### config.mk
export PLATFORM = sky130hd
export DESIGN_NAME = pattern_1101_tx
export DESIGN_NICKNAME = d
export VERILOG_FILES = /design/src/rtl/pattern_tx_pkg.sv /design/src/rtl/pattern_1101_tx_piso_shift.sv /design/src/rtl/pattern_1101_tx.sv
export SDC_FILE = /design/constraint.sdc
export NUM_CORES = 1
export LEC_CHECK = 0
export BUFFER_PORTS_ARGS = -buffer_cell sky130_fd_sc_hd__buf_2
export CAP_MARGIN = 20
export CORE_MARGIN = 4
export CORE_UTILIZATION = 55
export DETAILED_ROUTE_END_ITERATION = 6
export PLACE_DENSITY = 0.77
export SLEW_MARGIN = 10
export SYNTH_ARGS = -nofsm -noshare
export SYNTH_HDL_FRONTEND = slang
export SYNTH_SLANG_ARGS = --single-unit
### constraint.sdc
create_clock -name clk -period 2.1 [get_ports clk]
set_clock_uncertainty 0.05 [all_clocks]
set_input_delay 0.42 -clock clk [delete_from_list [all_inputs] [get_ports clk]]
set_output_delay 0.42 -clock clk [all_outputs]
set_load 0.03 [all_outputs]
### src/rtl/pattern_tx_pkg.sv
// Shared definitions for the 1101 pattern transmitter and the detector benches.
package pattern_tx_pkg;

   localparam int unsigned DEF_DATA_W = 8;
   localparam int unsigned DEF_PAT_W  = 4;
   localparam int unsigned DEF_GAP    = 2;

   localparam logic [3:0] SYNC_1101 = 4'b1101;

   typedef enum logic [1:0] {
      ST_IDLE,
      ST_PRE,
      ST_DATA,
      ST_GAP
   } tx_state_e;

   // Bits needed to count up to the largest of the three phase lengths.
   function automatic int unsigned cnt_width(input int unsigned a,
                                             input int unsigned b,
                                             input int unsigned c);
      int unsigned m;
      m = a;
      if (b > m) m = b;
      if (c > m) m = c;
      if (m < 1) m = 1;
      return $clog2(m + 1);
   endfunction

endpackage

### src/rtl/pattern_1101_tx_piso_shift.sv
// Parallel-in/serial-out shift register, MSB out first, zero-filled from the LSB.
module piso_shift #(
   parameter int unsigned W = 12
) (
   input  logic         clk,
   input  logic         reset,
   input  logic         load,
   input  logic         shift,
   input  logic [W-1:0] din,
   output logic         dout
);

   logic [W-1:0] sr;

   always_ff @(posedge clk) begin
      if (!reset) begin
         sr <= '0;
      end else if (load) begin
         sr <= din;
      end else if (shift) begin
         sr <= {sr[W-2:0], 1'b0};
      end
   end

   assign dout = sr[W-1];

endmodule

### src/rtl/pattern_1101_tx.sv
// Frame transmitter: preamble, MSB-first payload, then guard zeros on serial line x.
module pattern_1101_tx
   import pattern_tx_pkg::*;
#(
   parameter int unsigned       DATA_W  = DEF_DATA_W,
   parameter int unsigned       PAT_W   = DEF_PAT_W,
   parameter logic [PAT_W-1:0]  PATTERN = PAT_W'(SYNC_1101),
   parameter int unsigned       GAP     = DEF_GAP
) (
   input  logic              clk,
   input  logic              reset,
   input  logic              in_valid,
   input  logic [DATA_W-1:0] in_data,
   output logic              in_ready,
   output logic              x,
   output logic              busy,
   output logic              sof,
   output logic              eof
);

   localparam int unsigned CNT_W = cnt_width(PAT_W, DATA_W, GAP);
   localparam int unsigned SR_W  = PAT_W + DATA_W;

   localparam logic [CNT_W-1:0] PAT_LAST  = CNT_W'(PAT_W - 1);
   localparam logic [CNT_W-1:0] DATA_LAST = CNT_W'(DATA_W - 1);
   localparam logic [CNT_W-1:0] DATA_PEN  = CNT_W'((DATA_W > 1) ? DATA_W - 2 : 0);
   localparam logic [CNT_W-1:0] GAP_LAST  = CNT_W'((GAP > 0) ? GAP - 1 : 0);

   tx_state_e        state;
   logic [CNT_W-1:0] cnt;
   logic             load_c;
   logic             shift_c;

   // x comes straight from the shift register flop; it drains to zero by the gap.
   assign load_c  = (state == ST_IDLE) && in_valid;
   assign shift_c = (state == ST_PRE) || (state == ST_DATA);

   piso_shift #(
      .W (SR_W)
   ) u_piso (
      .clk   (clk),
      .reset (reset),
      .load  (load_c),
      .shift (shift_c),
      .din   ({PATTERN, in_data}),
      .dout  (x)
   );

   // Frame sequencer; sof/eof are set one edge ahead so they align with x.
   always_ff @(posedge clk) begin
      if (!reset) begin
         state    <= ST_IDLE;
         cnt      <= '0;
         in_ready <= 1'b1;
         busy     <= 1'b0;
         sof      <= 1'b0;
         eof      <= 1'b0;
      end else begin
         sof <= 1'b0;
         unique case (state)
            ST_IDLE: begin
               if (in_valid) begin
                  state    <= ST_PRE;
                  cnt      <= '0;
                  sof      <= 1'b1;
                  busy     <= 1'b1;
                  in_ready <= 1'b0;
               end
            end
            ST_PRE: begin
               if (cnt == PAT_LAST) begin
                  state <= ST_DATA;
                  cnt   <= '0;
                  eof   <= (DATA_W == 1);
               end else begin
                  cnt <= cnt + 1'b1;
               end
            end
            ST_DATA: begin
               if (cnt == DATA_LAST) begin
                  eof <= 1'b0;
                  cnt <= '0;
                  if (GAP == 0) begin
                     state    <= ST_IDLE;
                     busy     <= 1'b0;
                     in_ready <= 1'b1;
                  end else begin
                     state <= ST_GAP;
                  end
               end else begin
                  cnt <= cnt + 1'b1;
                  eof <= (cnt == DATA_PEN);
               end
            end
            ST_GAP: begin
               if (cnt == GAP_LAST) begin
                  state    <= ST_IDLE;
                  cnt      <= '0;
                  busy     <= 1'b0;
                  in_ready <= 1'b1;
               end else begin
                  cnt <= cnt + 1'b1;
               end
            end
            default: state <= ST_IDLE;
         endcase
      end
   end

endmodule

==> results of run 1 <==
## metrics by stage
stage / cell area, um^2 / utilization [%] / cells / setup slack [ns]
after floorplan: 1151 / - / 126 / 0.6050
after global placement: 1249 / 63.01 / 164 / 0.4024
after detailed placement: 1249 / 63.01 / 164 / 0.3266
after CTS: 1301 / 65.66 / 168 / 0.2989
after global routing: 1301 / 65.66 / 168 / 0.1285
final: 1301 / 65.66 / 168 / 0.3004
## cell usage in the layout (no fill, tap or decap), drive strengths merged
cell type,synthesis,final
or2b,1,1
and3b,1,1
o21ai,2,2
nor2,14,14
nand3,4,4
bufinv,0,1
nand2,7,7
or2,1,1
a22oi,1,1
o2111ai,1,1
nand2b,1,1
buf,5,18
nor3,2,2
nand4bb,1,1
nand3b,1,1
o31ai,1,1
nor4b,1,1
o22ai,3,3
and2,2,2
inv,7,7
a211oi,7,7
clkinv,1,1
nand4,1,1
nor4,1,1
nor2b,1,1
o41ai,1,1
o311a,1,1
clkbuf,2,3
o211ai,3,3
dfxtp,22,22
mux2i,11,11
or3,1,1
a41oi,1,1
ha,8,8
a21oi,9,9
## layer usage
layer | global-route usage [%] | routed length, um | vias up
met2 | 29.03 | 987 | 19
met1 | 24.28 | 1092 | 435
met3 | 2.493 | 74 | 5
li1 | - | - | 485
met5 | 0 | 0 | -
met4 | 7.660 | 36 | 0
## area by class of cell
cell class / count / area [um^2]
Clock buffer: 3 / 22.52
Sequential cell: 22 / 440.4
Tap cell: 27 / 33.78
Fill cell: 170 / 680.7
Timing Repair Buffer: 18 / 97.59
Inverter: 8 / 30.03
Clock inverter: 1 / 30.03
Multi-Input combinational cell: 89 / 646.9
## worst max-delay path by stage
| stage | cells past startpoint | startpoint | to | slack [ns] |
|---|---|---|---|---|
| floorplan | 6 | state[0] | busy | 0.60 |
| global placement | 7 | state[0] | busy | 0.40 |
| detailed placement | 7 | state[1] | busy | 0.33 |
| CTS | 7 | state[1] | busy | 0.30 |
| global route | 7 | state[1] | busy | 0.13 |
| finish | 7 | state[1] | busy | 0.30 |
## worst max-delay path, stage by stage, from the launching register on
cell,delay (ns)
sky130_fd_sc_hd__dfxtp_1,0.41
sky130_fd_sc_hd__inv_1,0.10
sky130_fd_sc_hd__ha_1,0.21
sky130_fd_sc_hd__nor2b_1,0.13
sky130_fd_sc_hd__buf_4,0.17
sky130_fd_sc_hd__nor4_1,0.33
sky130_fd_sc_hd__o22ai_1,0.13
sky130_fd_sc_hd__and2_1,0.18
## registers in the layout, indices dropped and copies added, names as in the netlist
register   count
eof            1
busy           1
u_piso.sr     12
state          2
cnt            4
sof            1
in_ready       1
## power by group
| part | total (mW) | switching [mW] | leakage (nW) | internal, mW |
|---|---|---|---|---|
| Clock | 0.326 | 0.133 | 0.0279 | 0.193 |
| Sequential | 0.611 | 0.0735 | 0.181 | 0.537 |
| Combinational | 0.842 | 0.487 | 0.330 | 0.355 |
## cells by family after synthesis
logic type,Yosys count
AO/OA/AOI/OAI,30
adder cells (fa/ha/maj),8
buffers and inverters,15
flip-flops,22
multiplexers,11
AND/OR/NAND/NOR,40
==> results.md, run 1 <==
Timing:
- The maximum clock frequency is 555.7 MHz.
- For the pin with the worst max-slew slack, the measured transition is 0.6462 ns.
- The total negative slack is 0 ns.
- The headroom to the max-slew limit is 56.81%.
- Setup repair after global routing left no endpoint under its margin.
- After layout, the minimum clock period comes to 1.800 ns.
- In the finished design, the share of the clock period the worst path needs comes to 85.69%.
- The number of max-slew violations in the final report came to 0.
- The final setup violation count is 0.
- The worst hold slack after final layout is 0.2872 ns.
- The count of final hold-check violations is 0.

Logic synthesis:
- Summing the sequential cell areas from Yosys gives 38.26% of the chip area.
- Counting flops with a built-in enable in the synthesized netlist gives 0.
- The most used flip-flop cell after synthesis is sky130_fd_sc_hd__dfxtp_1.
- In the post-synthesis netlist, the biggest area contributors are sky130_fd_sc_hd__dfxtp_1, sky130_fd_sc_hd__mux2i_1, sky130_fd_sc_hd__ha_1.
- The share of the synthesized area in the top cell type is 38.26%.
- The combinational family with the most area after synthesis is compound AO/OA/AOI/OAI gates.
- sky130_fd_sc_hd__dfxtp_1 is the most common cell in the netlist.
- The synthesis-stage register bit count is 22.
- When the netlist entered floorplanning its net count stood at 145.
- The synthesized netlist cell count is 126.
- The cell taking the most area after synthesis is sky130_fd_sc_hd__dfxtp_1.
- Of the total synthesized cell area, the portion taken by full adders, half adders and majority gates is 8.696%.
- After Yosys synthesis, XOR and XNOR cells account for 0% of the synthesized area.
- The compound-gate portion of the synthesized area is 20.22%.
- The proportion of register bits with asynchronous set or reset after synthesis is 0%.
- A synthesized cell averages 9.136 um^2.
- The distinct cell type count after synthesis is 40.
- By count the netlist is led by sky130_fd_sc_hd__dfxtp_1, sky130_fd_sc_hd__nor2_1, sky130_fd_sc_hd__mux2i_1, sky130_fd_sc_hd__a21oi_1, sky130_fd_sc_hd__ha_1.
- The simple-gate share of the synthesized area is 17.72%.
- The cell area after synthesis is 0.001151 mm^2.
- Of the post-synthesis cell area, the part taken by muxes is 9.565%.
- The number of synthesis warnings is 0.

Critical path:
- Of all nets on the critical path, the largest fanout is 13.
- The startpoint identified for the worst register-to-register timing path is state[1].
- The cell count of the worst reg-to-reg path is 7.
- STA puts the critical path data arrival time at 1.97 ns.
- STA puts the critical path data required time at 2.27 ns.
- The endpoint identified for the worst register-to-register timing path is busy.
- The type of the worst setup path is reg2reg.
- In this run the register-to-register setup slack is 0.30 ns.
- The worst setup path is launched from a flop.
- STA classifies the critical path endpoint as a flop.

Clocking:
- The clock network latency to the later pin of the worst-skew pair is 0.31 ns.
- The cts-stage hold buffer count is 0.
- The total CTS buffers is 3.
- The root buffer cell is sky130_fd_sc_hd__clkbuf_4.
- After clock tree synthesis, the clock-pin slew on the worst setup and hold paths is 0.12 ns.
- The number of clock sinks is 22.
- Counting along the longest clock path gives a buffer depth of 2.
- The number of gates resized after CTS is 0.
- The number of setup buffers added after CTS is 0.
- TritonCTS built the clock tree.
- In this run the number of H-tree levels came out at 1.

Global route:
- The via count of the first global-routing pass is 865.
- Entering global routing, the biggest net connects 23 pins.
- The first-pass GRT wire length is 3836 um.
- After global routing the overflow that remains totals 0.
- The initial antenna violation count is 0.
- Global routing used 18.16% of the available tracks across all layers.

Cells and area:
- The repair_antennas step left the layout with diodes totalling 0.
- Compared with the post-synthesis result, the final layout area differs by 13.04%.
- The count of nets after finishing is 161.
- The share of cells above drive strength 1 is 19.86%.

Floorplanning:
- The initial utilization of the core area, before any placement, comes to 58.08%.
- The core region is 0.001982 mm^2.
- The die outline height is 53.75 um.
- The number of rows in the core area is 16.
- The floorplan step set the die width to 53.75 um.
- Pin placement for this block handled 16 I/O pins.
- The area enclosed by the die boundary is 0.002889 mm^2.

Detailed routing:
- The starting DRC count in detailed routing is 28.
- The via count normalized by instance count is 5.619.
- Dividing the detail-routed wire length by the instance count gives 13.04 um.
- The overall routed net length is 2191 um.
- In this run the remaining antenna-violating nets after routing total 0.
- The final route contains 944 vias.
- In the routed design, unresolved DRC markers number 0.
- Before antenna repair, the detailed router went through 4 iterations.

Min path:
- The path with the worst hold slack has its endpoint at in_ready.
- In this run the worst hold path is classified as in2reg.
- The startpoint of the lowest-slack hold path is reset.
- The worst hold path depth is 2.

Status:
- The flow ran to the end, and the final reports show no timing, DRC or antenna violations.

Flow run:
- The reported max-cap violation count is 0.

Power and ir drop:
- The total power per unit cell area is 1367 mW/mm^2.
- The reported leakage power is 0.5393 nW.
- The post-route total power is 1.778 mW.
- The worst ir drop on vdd is 1.091 mV.

Place:
- At the end of routability-driven placement, the weighted congestion stood at 0.7976.
- Detailed placement ended at an HPWL of 1590 um.
- The count of buffers inserted at the top-level ports is 15.
Power figures use the tool's default switching activity.
==> run 2, diff against run 1 <==
--- a/config.mk
+++ b/config.mk
@@ -8,9 +8,9 @@
 export BUFFER_PORTS_ARGS = -buffer_cell sky130_fd_sc_hd__buf_2
 export CAP_MARGIN = 20
 export CORE_MARGIN = 4
-export CORE_UTILIZATION = 55
+export CORE_UTILIZATION = 59
 export DETAILED_ROUTE_END_ITERATION = 6
-export PLACE_DENSITY = 0.77
+export PLACE_DENSITY = 0.82
 export SLEW_MARGIN = 10
 export SYNTH_ARGS = -nofsm -noshare
 export SYNTH_HDL_FRONTEND = slang
==> constraint.sdc (replaced) <==
create_clock -name clk -period 2.3 [get_ports clk]
set_clock_uncertainty 0.05 [all_clocks]
set_input_delay 0.46 -clock clk [delete_from_list [all_inputs] [get_ports clk]]
set_output_delay 0.46 -clock clk [all_outputs]
set_load 0.03 [all_outputs]
==> run 2 against run 1 <==
Compared with the run above: non-clock buffer count shrank 1; combinational power is 9.9% lower; first-iteration DRC count is 54% lower; worst setup slack better by 0.17 ns; critical path type unchanged; critical endpoint unchanged.
==> results.md, run 2 (synthesis results as in run 1) <==
Status:
- Status: complete, no violations (unchanged).

Timing:
- The measured slew at the worst slew-check pin is 0.6771 ns (was 0.6462 ns).
- The worst hold slack after final layout is 0.3498 ns (was 0.2872 ns).
- The final setup violation count is 0 (unchanged).
- The post-route clock period utilization came to 79.52% (was 85.69%).
- The maximum clock frequency is 546.8 MHz (was 555.7 MHz).
- The total negative slack is 0 ns (unchanged).
- The headroom to the max-slew limit came to 54.75% (was 56.81%).
- Unrepaired setup endpoints after global routing: no (unchanged).
- The post-layout worst setup margin is 0.4712 ns (was 0.3004 ns).
- The count of final hold-check violations is 0 (unchanged).
- The time the worst path needs with I/O delays and setup is 1.829 ns (was 1.800 ns).
- The number of max-slew violations in the final report came to 0 (unchanged).

Clocking:
- The clock transition at the register clock pins on the worst setup and hold paths after CTS came to 0.11 ns (was 0.12 ns).
- The maximum number of buffers from clock root to sink is 2 (unchanged).
- The cts-stage hold buffer count was 0 (unchanged).
- The CTS tree is yes (unchanged).
- The number of clock sinks is 22 (unchanged).
- The maximum level of the CTS H-tree came to 1 (unchanged).
- The clock network latency to the later pin of the worst-skew pair is 0.30 ns (was 0.31 ns).
- The count of buffers added by post-CTS timing repair for setup is 0 (unchanged).
- The total CTS buffers is 3 (unchanged).
- The root buffer cell is sky130_fd_sc_hd__clkbuf_4 (unchanged).
- The number of gates resized after CTS is 0 (unchanged).

Cells and area:
- The synthesis-to-layout area growth is 10.76% (was 13.04%).
- The register ranked first by flip-flop count is u_piso.sr (unchanged).
- Commonest cells after routing, fill and taps aside: sky130_fd_sc_hd__dfxtp_1, sky130_fd_sc_hd__buf_2, sky130_fd_sc_hd__nor2_1 (unchanged).
- The most common cell after layout, fill and taps aside is sky130_fd_sc_hd__dfxtp_1 (unchanged).
- The flip-flop count of the largest register, all copies and words added was 12 (unchanged).
- The count of nets after finishing is 160 (was 161).
- The share of cells above drive strength 1 is 19.29% (was 19.86%).
- The number of non-filler instances in the completed layout is 165 (was 168).
- The final antenna diode count is 0 (unchanged).
- Largest registers: u_piso.sr (12), cnt (4), state (2) (unchanged).

Critical path:
- The kind of start point of the critical path is a flop (unchanged).
- The largest fanout on the critical path is 13 (unchanged).
- Crit-path cells: inv_1 -> ha_1 -> nor2b_1 -> buf_4 -> nor4_1 -> o22ai_1 -> and2_1 (unchanged).
- The buffers plus inverters on the worst setup path is 2 (unchanged).
- The data required time of the critical path is 2.46 ns (was 2.27 ns).
- The cell family with the largest share of critical-path delay is simple AND/OR/NAND/NOR gates (unchanged).
- The peak per-stage delay on the critical path came to 0.42 ns (was 0.41 ns).
- The cell type of the slowest stage on the worst timing path is sky130_fd_sc_hd__dfxtp_1 (unchanged).
- The type of the worst setup path is reg2reg (unchanged).
- The critical path data arrival time came to 1.99 ns (was 1.97 ns).
- The critical path endpoint category is a flop (unchanged).

Global route:
- The via count of the first global-routing pass is 873 (was 865).
- The first-pass GRT wire length is 3698 um (was 3836 um).
- The global-route congestion overflow total is 0 (unchanged).
- The combined global-route utilization of all metal layers was 18.05% (was 18.16%).
- The largest net degree at the start of global routing is 23 (unchanged).
- The initial antenna violation count is 0 (unchanged).

Place:
- The detailed placement HPWL is 1657 um (was 1590 um).
- The worst setup slack before clock tree synthesis is 0.5117 ns (was 0.3266 ns).
- The final RePlAce weighted congestion is 0.8153 (was 0.7976).
- The cell count after placement is 161 (was 164).
- The count of buffers inserted at the top-level ports is 15 (unchanged).

Floorplanning:
- The effective utilization at floorplan is 64.56% (was 58.08%).
- The die width is 52.17 um (was 53.75 um).
- The die outline height is 52.17 um (was 53.75 um).
- The core outline area is 0.001783 mm^2 (was 0.001982 mm^2).
- The number of rows in the core area was 15 (was 16).
- The area enclosed by the die boundary is 0.002722 mm^2 (was 0.002889 mm^2).
- The number of primary I/O pins is 16 (unchanged).

Power and ir drop:
- The total power per unit cell area is 1196 mW/mm^2 (was 1367 mW/mm^2).
- The worst ir drop on vdd is 0.8660 mV (was 1.091 mV).
- The reported leakage power is 0.5273 nW (was 0.5393 nW).

Flow run:
- The reported max-cap violation count is 0 (unchanged).

Detailed routing:
- The via count of the routed design is 933 (was 944).
- The starting DRC count in detailed routing is 13 (was 28).
- The overall routed net length is 2199 um (was 2191 um).
- The average wire per cell in the routed design was 13.33 um (was 13.04 um).
- The post-route antenna net violation count was 0 (unchanged).
- The number of search-and-repair iterations in the first detailed-routing pass is 5 (was 4).
- The residual DRC count is 0 (unchanged).
- The via count normalized by instance count is 5.655 (was 5.619).

Min path:
- The kind of path behind the tightest hold check is in2reg (unchanged).
==> run 2: cell types whose count changed in the layout (fill, tap and decap cells not counted), sizes merged <==
cell	previous run	this run
buf	18	17
bufinv	1	0
clkbuf	3	4
==> run 2: layer usage <==
layer	vias up	global-route usage, %	share of wire (%)
li1	478	-	-
met5	-	0	0
met4	0	3.830	1.8
met1	428	23.10	47
met3	6	5.698	5.0
met2	21	29.71	46
==> run 2: worst register-to-register path, delay by kind of cell, from the launching register on <==
| family | cells | cell delay [ns] |
|---|---|---|
| AOI/OAI and AO/OA | 1 | 0.14 |
| and+or+nand+nor | 3 | 0.65 |
| buffers and inverters | 2 | 0.27 |
| adders and majority gates | 1 | 0.21 |
| DFF | 1 | 0.42 |
==> run 2: area by class of cell <==
class                   instances  area, um^2
clock buffers                   4       36.28
inverters                       8       30.03
fillers                       133       508.0
multi-input cells              89       646.9
flip-flops and latches         22       440.4
repair buffers                 17       90.09
well taps                      25       31.28
==> run 2: path summary, 6_finish.rpt <==
kind,start,endpoint,slack (ns),cells past startpoint
hold / removal,reset,in_ready,0.35,2
setup reg to reg,state[1],busy,0.47,7
hold reg to reg,in_ready,in_ready,0.43,2
setup / recovery,state[1],busy,0.47,7
==> run 2: report_power, final <==
part | switching, mW | leakage [nW] | internal (mW)
sequential | 0.0670 | 0.181 | 0.491
combinational | 0.440 | 0.325 | 0.319
clock | 0.111 | 0.0210 | 0.0966
==> run 2: through the flow <==
step / utilization [%] / power [mW] / instance area (um^2)
detailed placement: 69.47 / 1.325 / 1239
floorplan: - / 1.189 / 1151
global route: 71.51 / 1.639 / 1275
CTS: 71.51 / 1.532 / 1275
global placement: 69.47 / 1.292 / 1239
finish: 71.51 / 1.525 / 1275
==> run 3, diff against run 2 <==
--- a/config.mk
+++ b/config.mk
@@ -5,12 +5,13 @@
 export SDC_FILE = /design/constraint.sdc
 export NUM_CORES = 1
 export LEC_CHECK = 0
+export ABC_AREA = 1
 export BUFFER_PORTS_ARGS = -buffer_cell sky130_fd_sc_hd__buf_2
 export CAP_MARGIN = 20
 export CORE_MARGIN = 4
-export CORE_UTILIZATION = 59
+export CORE_UTILIZATION = 50
 export DETAILED_ROUTE_END_ITERATION = 6
-export PLACE_DENSITY = 0.82
+export PLACE_DENSITY = 0.74
 export SLEW_MARGIN = 10
 export SYNTH_ARGS = -nofsm -noshare
 export SYNTH_HDL_FRONTEND = slang
==> constraint.sdc (replaced) <==
create_clock -name clk -period 1.5 [get_ports clk]
set_clock_uncertainty 0.05 [all_clocks]
set_input_delay 0.3 -clock clk [delete_from_list [all_inputs] [get_ports clk]]
set_output_delay 0.3 -clock clk [all_outputs]
set_load 0.03 [all_outputs]
==> run 3 against run 2 <==
Compared with the run above: sequential cell count stayed put; hold slack worse by 0.23 ns; utilization is 6.8 points lower; maximum frequency is 30% higher; largest cell class unchanged.
==> results.md, run 3 <==
Power and ir drop:
- The total power per unit cell area came to 2148 mW/mm^2 (was 1196 mW/mm^2).
- The reported leakage power came to 0.5678 nW (was 0.5273 nW).
- The part of the total power dissipated in sequential elements was 29.9% (was 36.6%).
- The share of total power consumed by net switching is 41.83% (was 40.55%).
- The net switching power was 1.198 mW (was 0.6182 mW).
- The worst ir drop on vdd is 1.140 mV (was 0.8660 mV).
- The post-route total power is 2.865 mW (was 1.525 mW).
- The internal power consumption is 1.667 mW (was 0.9064 mW).
- The portion of total power attributed to the clock network is 16.3% (was 13.6%).
- The logic gate share of total power is 53.9% (was 49.8%).

Logic synthesis:
- The number of synthesized flops with an enable pin is 0 (unchanged).
- The sequential area share after synthesis is 38.81% (was 38.26%).
- The distinct cell type count after synthesis is 23 (was 40).
- The combinational family with the most area after synthesis is simple AND/OR/NAND/NOR gates (was compound AO/OA/AOI/OAI gates).
- The cell taking the most area after synthesis is sky130_fd_sc_hd__dfxtp_1 (unchanged).
- The synthesis-stage register bit count was 22 (unchanged).
- The synthesized netlist cell count is 138 (was 126).
- The leading cell type by number of instances after synthesis is sky130_fd_sc_hd__nand2_1 (was sky130_fd_sc_hd__dfxtp_1).
- Synth cell count leaders: sky130_fd_sc_hd__nand2_1, sky130_fd_sc_hd__dfxtp_1, sky130_fd_sc_hd__o21ai_0, sky130_fd_sc_hd__inv_1, sky130_fd_sc_hd__a21oi_1 (was sky130_fd_sc_hd__dfxtp_1, sky130_fd_sc_hd__nor2_1, sky130_fd_sc_hd__mux2i_1, sky130_fd_sc_hd__a21oi_1, sky130_fd_sc_hd__ha_1).
- The simple-gate share of the synthesized area came to 24.92% (was 17.72%).
- The mean instance size in the synthesized netlist was 8.223 um^2 (was 9.136 um^2).
- The cell area after synthesis is 0.001135 mm^2 (was 0.001151 mm^2).
- The proportion of register bits with asynchronous set or reset after synthesis was 0% (unchanged).
- The share of synthesized cell area in full adder, half adder and majority cells is 8.820% (was 8.696%).
- The xor and xnor area share after synthesis is 0.7718% (was 0%).
- Synth area leaders: sky130_fd_sc_hd__dfxtp_1, sky130_fd_sc_hd__ha_1, sky130_fd_sc_hd__nand2_1 (was sky130_fd_sc_hd__dfxtp_1, sky130_fd_sc_hd__mux2i_1, sky130_fd_sc_hd__ha_1).
- The number of synthesis warnings was 0 (unchanged).
- The compound-gate portion of the synthesized area is 15.44% (was 20.22%).
- The share of the synthesized area in the top cell type is 38.81% (was 38.26%).
- The net count of the mapped netlist is 157 (was 145).
- The most used flip-flop cell after synthesis was sky130_fd_sc_hd__dfxtp_1 (unchanged).
- The mux cell area share after synthesis was 6.174% (was 9.565%).

Floorplanning:
- The core outline area is 0.002062 mm^2 (was 0.001783 mm^2).
- The area enclosed by the die boundary is 0.003096 mm^2 (was 0.002722 mm^2).
- The effective utilization at floorplan is 55.04% (was 64.56%).
- The die outline height is 55.64 um (was 52.17 um).
- The number of rows in the core area is 16 (was 15).
- The die width was 55.64 um (was 52.17 um).
- The number of primary I/O pins came to 16 (unchanged).

Detailed routing:
- The via count of the routed design is 975 (was 933).
- The number of search-and-repair iterations in the first detailed-routing pass is 4 (was 5).
- The via count normalized by instance count is 5.242 (was 5.655).
- The residual DRC count is 0 (unchanged).
- The starting DRC count in detailed routing was 23 (was 13).
- The average wire per cell in the routed design is 12.27 um (was 13.33 um).
- The post-route antenna net violation count is 0 (unchanged).
- The overall routed net length was 2282 um (was 2199 um).

Clocking:
- The root buffer cell is sky130_fd_sc_hd__clkbuf_4 (unchanged).
- The maximum number of buffers from clock root to sink is 2 (unchanged).
- The CTS tree is yes (unchanged).
- The clock transition at the register clock pins on the worst setup and hold paths after CTS came to 0.13 ns (was 0.11 ns).
- The number of clock sinks came to 22 (unchanged).
- The total CTS buffers is 3 (unchanged).
- The clock network latency to the later pin of the worst-skew pair was 0.32 ns (was 0.30 ns).
- The cts-stage hold buffer count is 0 (unchanged).
- The maximum level of the CTS H-tree came to 1 (unchanged).

Critical path:
- The kind of start point of the critical path is a flop (unchanged).
- The critical path endpoint category is a flop (unchanged).
- The largest fanout on the critical path is 7 (was 13).
- The data required time of the critical path is 1.68 ns (was 2.46 ns).
- The reg-to-reg critical path startpoint was state[0] (was state[1]).
- The cell family with the largest share of critical-path delay is simple AND/OR/NAND/NOR gates (unchanged).
- The buffers plus inverters on the worst setup path is 3 (was 2).
- The cell type of the slowest stage on the worst timing path was sky130_fd_sc_hd__dfxtp_2 (was sky130_fd_sc_hd__dfxtp_1).
- The capturing point of the worst reg2reg path was state[0] (was busy).
- Crit-path cells: inv_1 -> ha_2 -> inv_1 -> nor2_4 -> buf_4 -> nor2_4 -> nor2_1 -> nor2_2 (was inv_1 -> ha_1 -> nor2b_1 -> buf_4 -> nor4_1 -> o22ai_1 -> and2_1).
- The peak per-stage delay on the critical path is 0.36 ns (was 0.42 ns).
- The critical path data arrival time is 1.58 ns (was 1.99 ns).
- The cell count of the worst reg-to-reg path is 8 (was 7).
- The reg2reg setup slack is 0.09 ns (was 0.47 ns).
- The type of the worst setup path was reg2reg (unchanged).

Timing:
- The post-route clock period utilization was 93.71% (was 79.52%).
- The maximum clock frequency is 711.4 MHz (was 546.8 MHz).
- Unrepaired setup endpoints after global routing: no (unchanged).
- The time the worst path needs with I/O delays and setup is 1.406 ns (was 1.829 ns).
- The final setup violation count is 0 (unchanged).
- The count of final hold-check violations is 0 (unchanged).
- The total negative slack was 0 ns (unchanged).
- The headroom to the max-slew limit was 81.71% (was 54.75%).
- The number of max-slew violations in the final report is 0 (unchanged).
- The measured slew at the worst slew-check pin is 0.2737 ns (was 0.6771 ns).

Cells and area:
- The final antenna diode count is 0 (unchanged).
- The share of cells above drive strength 1 is 27.67% (was 19.29%).
- The most common cell after layout, fill and taps aside is sky130_fd_sc_hd__nand2_1 (was sky130_fd_sc_hd__dfxtp_1).
- The fill cell instance count of the final layout was 188 (was 133).
- The flip-flop count of the largest register, all copies and words added is 12 (unchanged).
- The register ranked first by flip-flop count is u_piso.sr (unchanged).
- The count of nets after finishing is 179 (was 160).
- Commonest cells after routing, fill and taps aside: sky130_fd_sc_hd__nand2_1, sky130_fd_sc_hd__dfxtp_1, sky130_fd_sc_hd__o21ai_0 (was sky130_fd_sc_hd__dfxtp_1, sky130_fd_sc_hd__buf_2, sky130_fd_sc_hd__nor2_1).
- The synthesis-to-layout area growth is 17.53% (was 10.76%).
- Largest registers: u_piso.sr (12), cnt (4), state (2) (unchanged).

Min path:
- The startpoint of the lowest-slack hold path is in_data[2] (was reset).
- The kind of path behind the tightest hold check is in2reg (unchanged).
- The worst hold path depth is 3 (was 2).
- The worst hold endpoint is u_piso.sr[2] (was in_ready).

Global route:
- The global-route congestion overflow total is 0 (unchanged).
- The combined global-route utilization of all metal layers is 14.93% (was 18.05%).
- The first-pass GRT wire length came to 3746 um (was 3698 um).
- The largest net degree at the start of global routing is 14 (was 23).
- The via count of the first global-routing pass is 869 (was 873).
- The initial antenna violation count is 0 (unchanged).

Flow run:
- The reported max-cap violation count is 0 (unchanged).

Place:
- The detailed placement HPWL was 1719 um (was 1657 um).
- The final RePlAce weighted congestion is 0.8643 (was 0.8153).
- The count of buffers inserted at the top-level ports is 15 (unchanged).

Status:
- Status: complete, no violations (unchanged).
[run 3: cell count changes after synthesis, sizes merged, moves of 2 or more]
cell	before	now
clkbuf	2	0
buf	5	2
nand2	7	32
inv	7	12
mux2i	11	7
o22ai	3	0
o21ai	2	18
a211oi	7	0
nand3	4	6
nor3	2	0
a21oi	9	11
and2	2	0
[run 3: area by class of cell]
| type | instances | area [um^2] | share of cell area [%] |
|---|---|---|---|
| multi-input cells | 102 | 641.9 | 48.12 |
| flip-flops and latches | 22 | 442.9 | 33.21 |
| repair buffers | 19 | 117.6 | 8.818 |
| inverters | 12 | 45.04 | 3.377 |
| well taps | 27 | 33.78 | 2.533 |
| clock inverters | 1 | 30.03 | 2.251 |
| clock buffers | 3 | 22.52 | 1.689 |
[run 3: timing repair]
| action | in CTS | in global routing |
|---|---|---|
| buffers inserted | 0 | 2 |
| endpoints found under the setup margin | 0 | 14 |
| resized for setup | 0 | 4 |
| endpoints found under the hold margin | 0 | 0 |
[run 3: worst reg2reg max path, cell delays in order (launching register included)]
cell                      delay [ns]
sky130_fd_sc_hd__dfxtp_2        0.36
sky130_fd_sc_hd__inv_1          0.10
sky130_fd_sc_hd__ha_2           0.19
sky130_fd_sc_hd__inv_1          0.07
sky130_fd_sc_hd__nor2_4         0.18
sky130_fd_sc_hd__buf_4          0.16
sky130_fd_sc_hd__nor2_4         0.04
sky130_fd_sc_hd__nor2_1         0.14
sky130_fd_sc_hd__nor2_2         0.04
[run 3: power groups by stage]
stage	clock network [mW]	registers (mW)	logic (mW)
floorplan	0	0.922	1.03
global placement	0	0.850	1.44
detailed placement	0	0.860	1.48
CTS	0.471	0.847	1.49
global route	0.503	0.877	1.71
finish	0.467	0.855	1.54
[run 3: worst max path at each step]
| stage | startpoint | endpoint | cells after the start |
|---|---|---|---|
| 2_1_floorplan | state[0] | in_ready | 8 |
| 3_3_place_gp | state[0] | in_ready | 8 |
| 3_5_place_dp | state[0] | in_ready | 8 |
| 4_1_cts | state[0] | cnt[3] | 7 |
| 5_1_grt | state[1] | state[0] | 8 |
| 6_report | state[0] | state[0] | 8 |
[run 3: cells by family after synthesis]
| logic type | count (synthesis) |
|---|---|
| AOI/OAI and AO/OA | 32 |
| xor gates and xnor gates | 1 |
| adders and majority gates | 8 |
| buffers and inverters | 14 |
| DFF | 22 |
| muxes | 7 |
| and+or+nand+nor | 54 |
[run 3: through the flow]
step / worst slack [ns] / area [um^2] / instances / util (%) / hold WS (ns)
4_1_cts: 0.006039 / 1311 / 184 / 63.59 / 0.1162
3_3_place_gp: 0.1131 / 1259 / 180 / 61.04 / 0.3985
6_report: 0.09439 / 1334 / 186 / 64.68 / 0.1196
5_1_grt: 0.001171 / 1334 / 186 / 64.68 / 0.1095
2_1_floorplan: 0.1591 / 1135 / 138 / - / 0.3627
3_5_place_dp: 0.05198 / 1259 / 180 / 61.04 / 0.4081
[run 3: per-layer routing]
metal  track usage [%]  wire (um)  up-vias
li1                  -          -      494
met1             19.61       1068      444
met2             23.82       1068       34
met3             3.016        117        3
met4             5.903         29        0
met5                 0          0        -
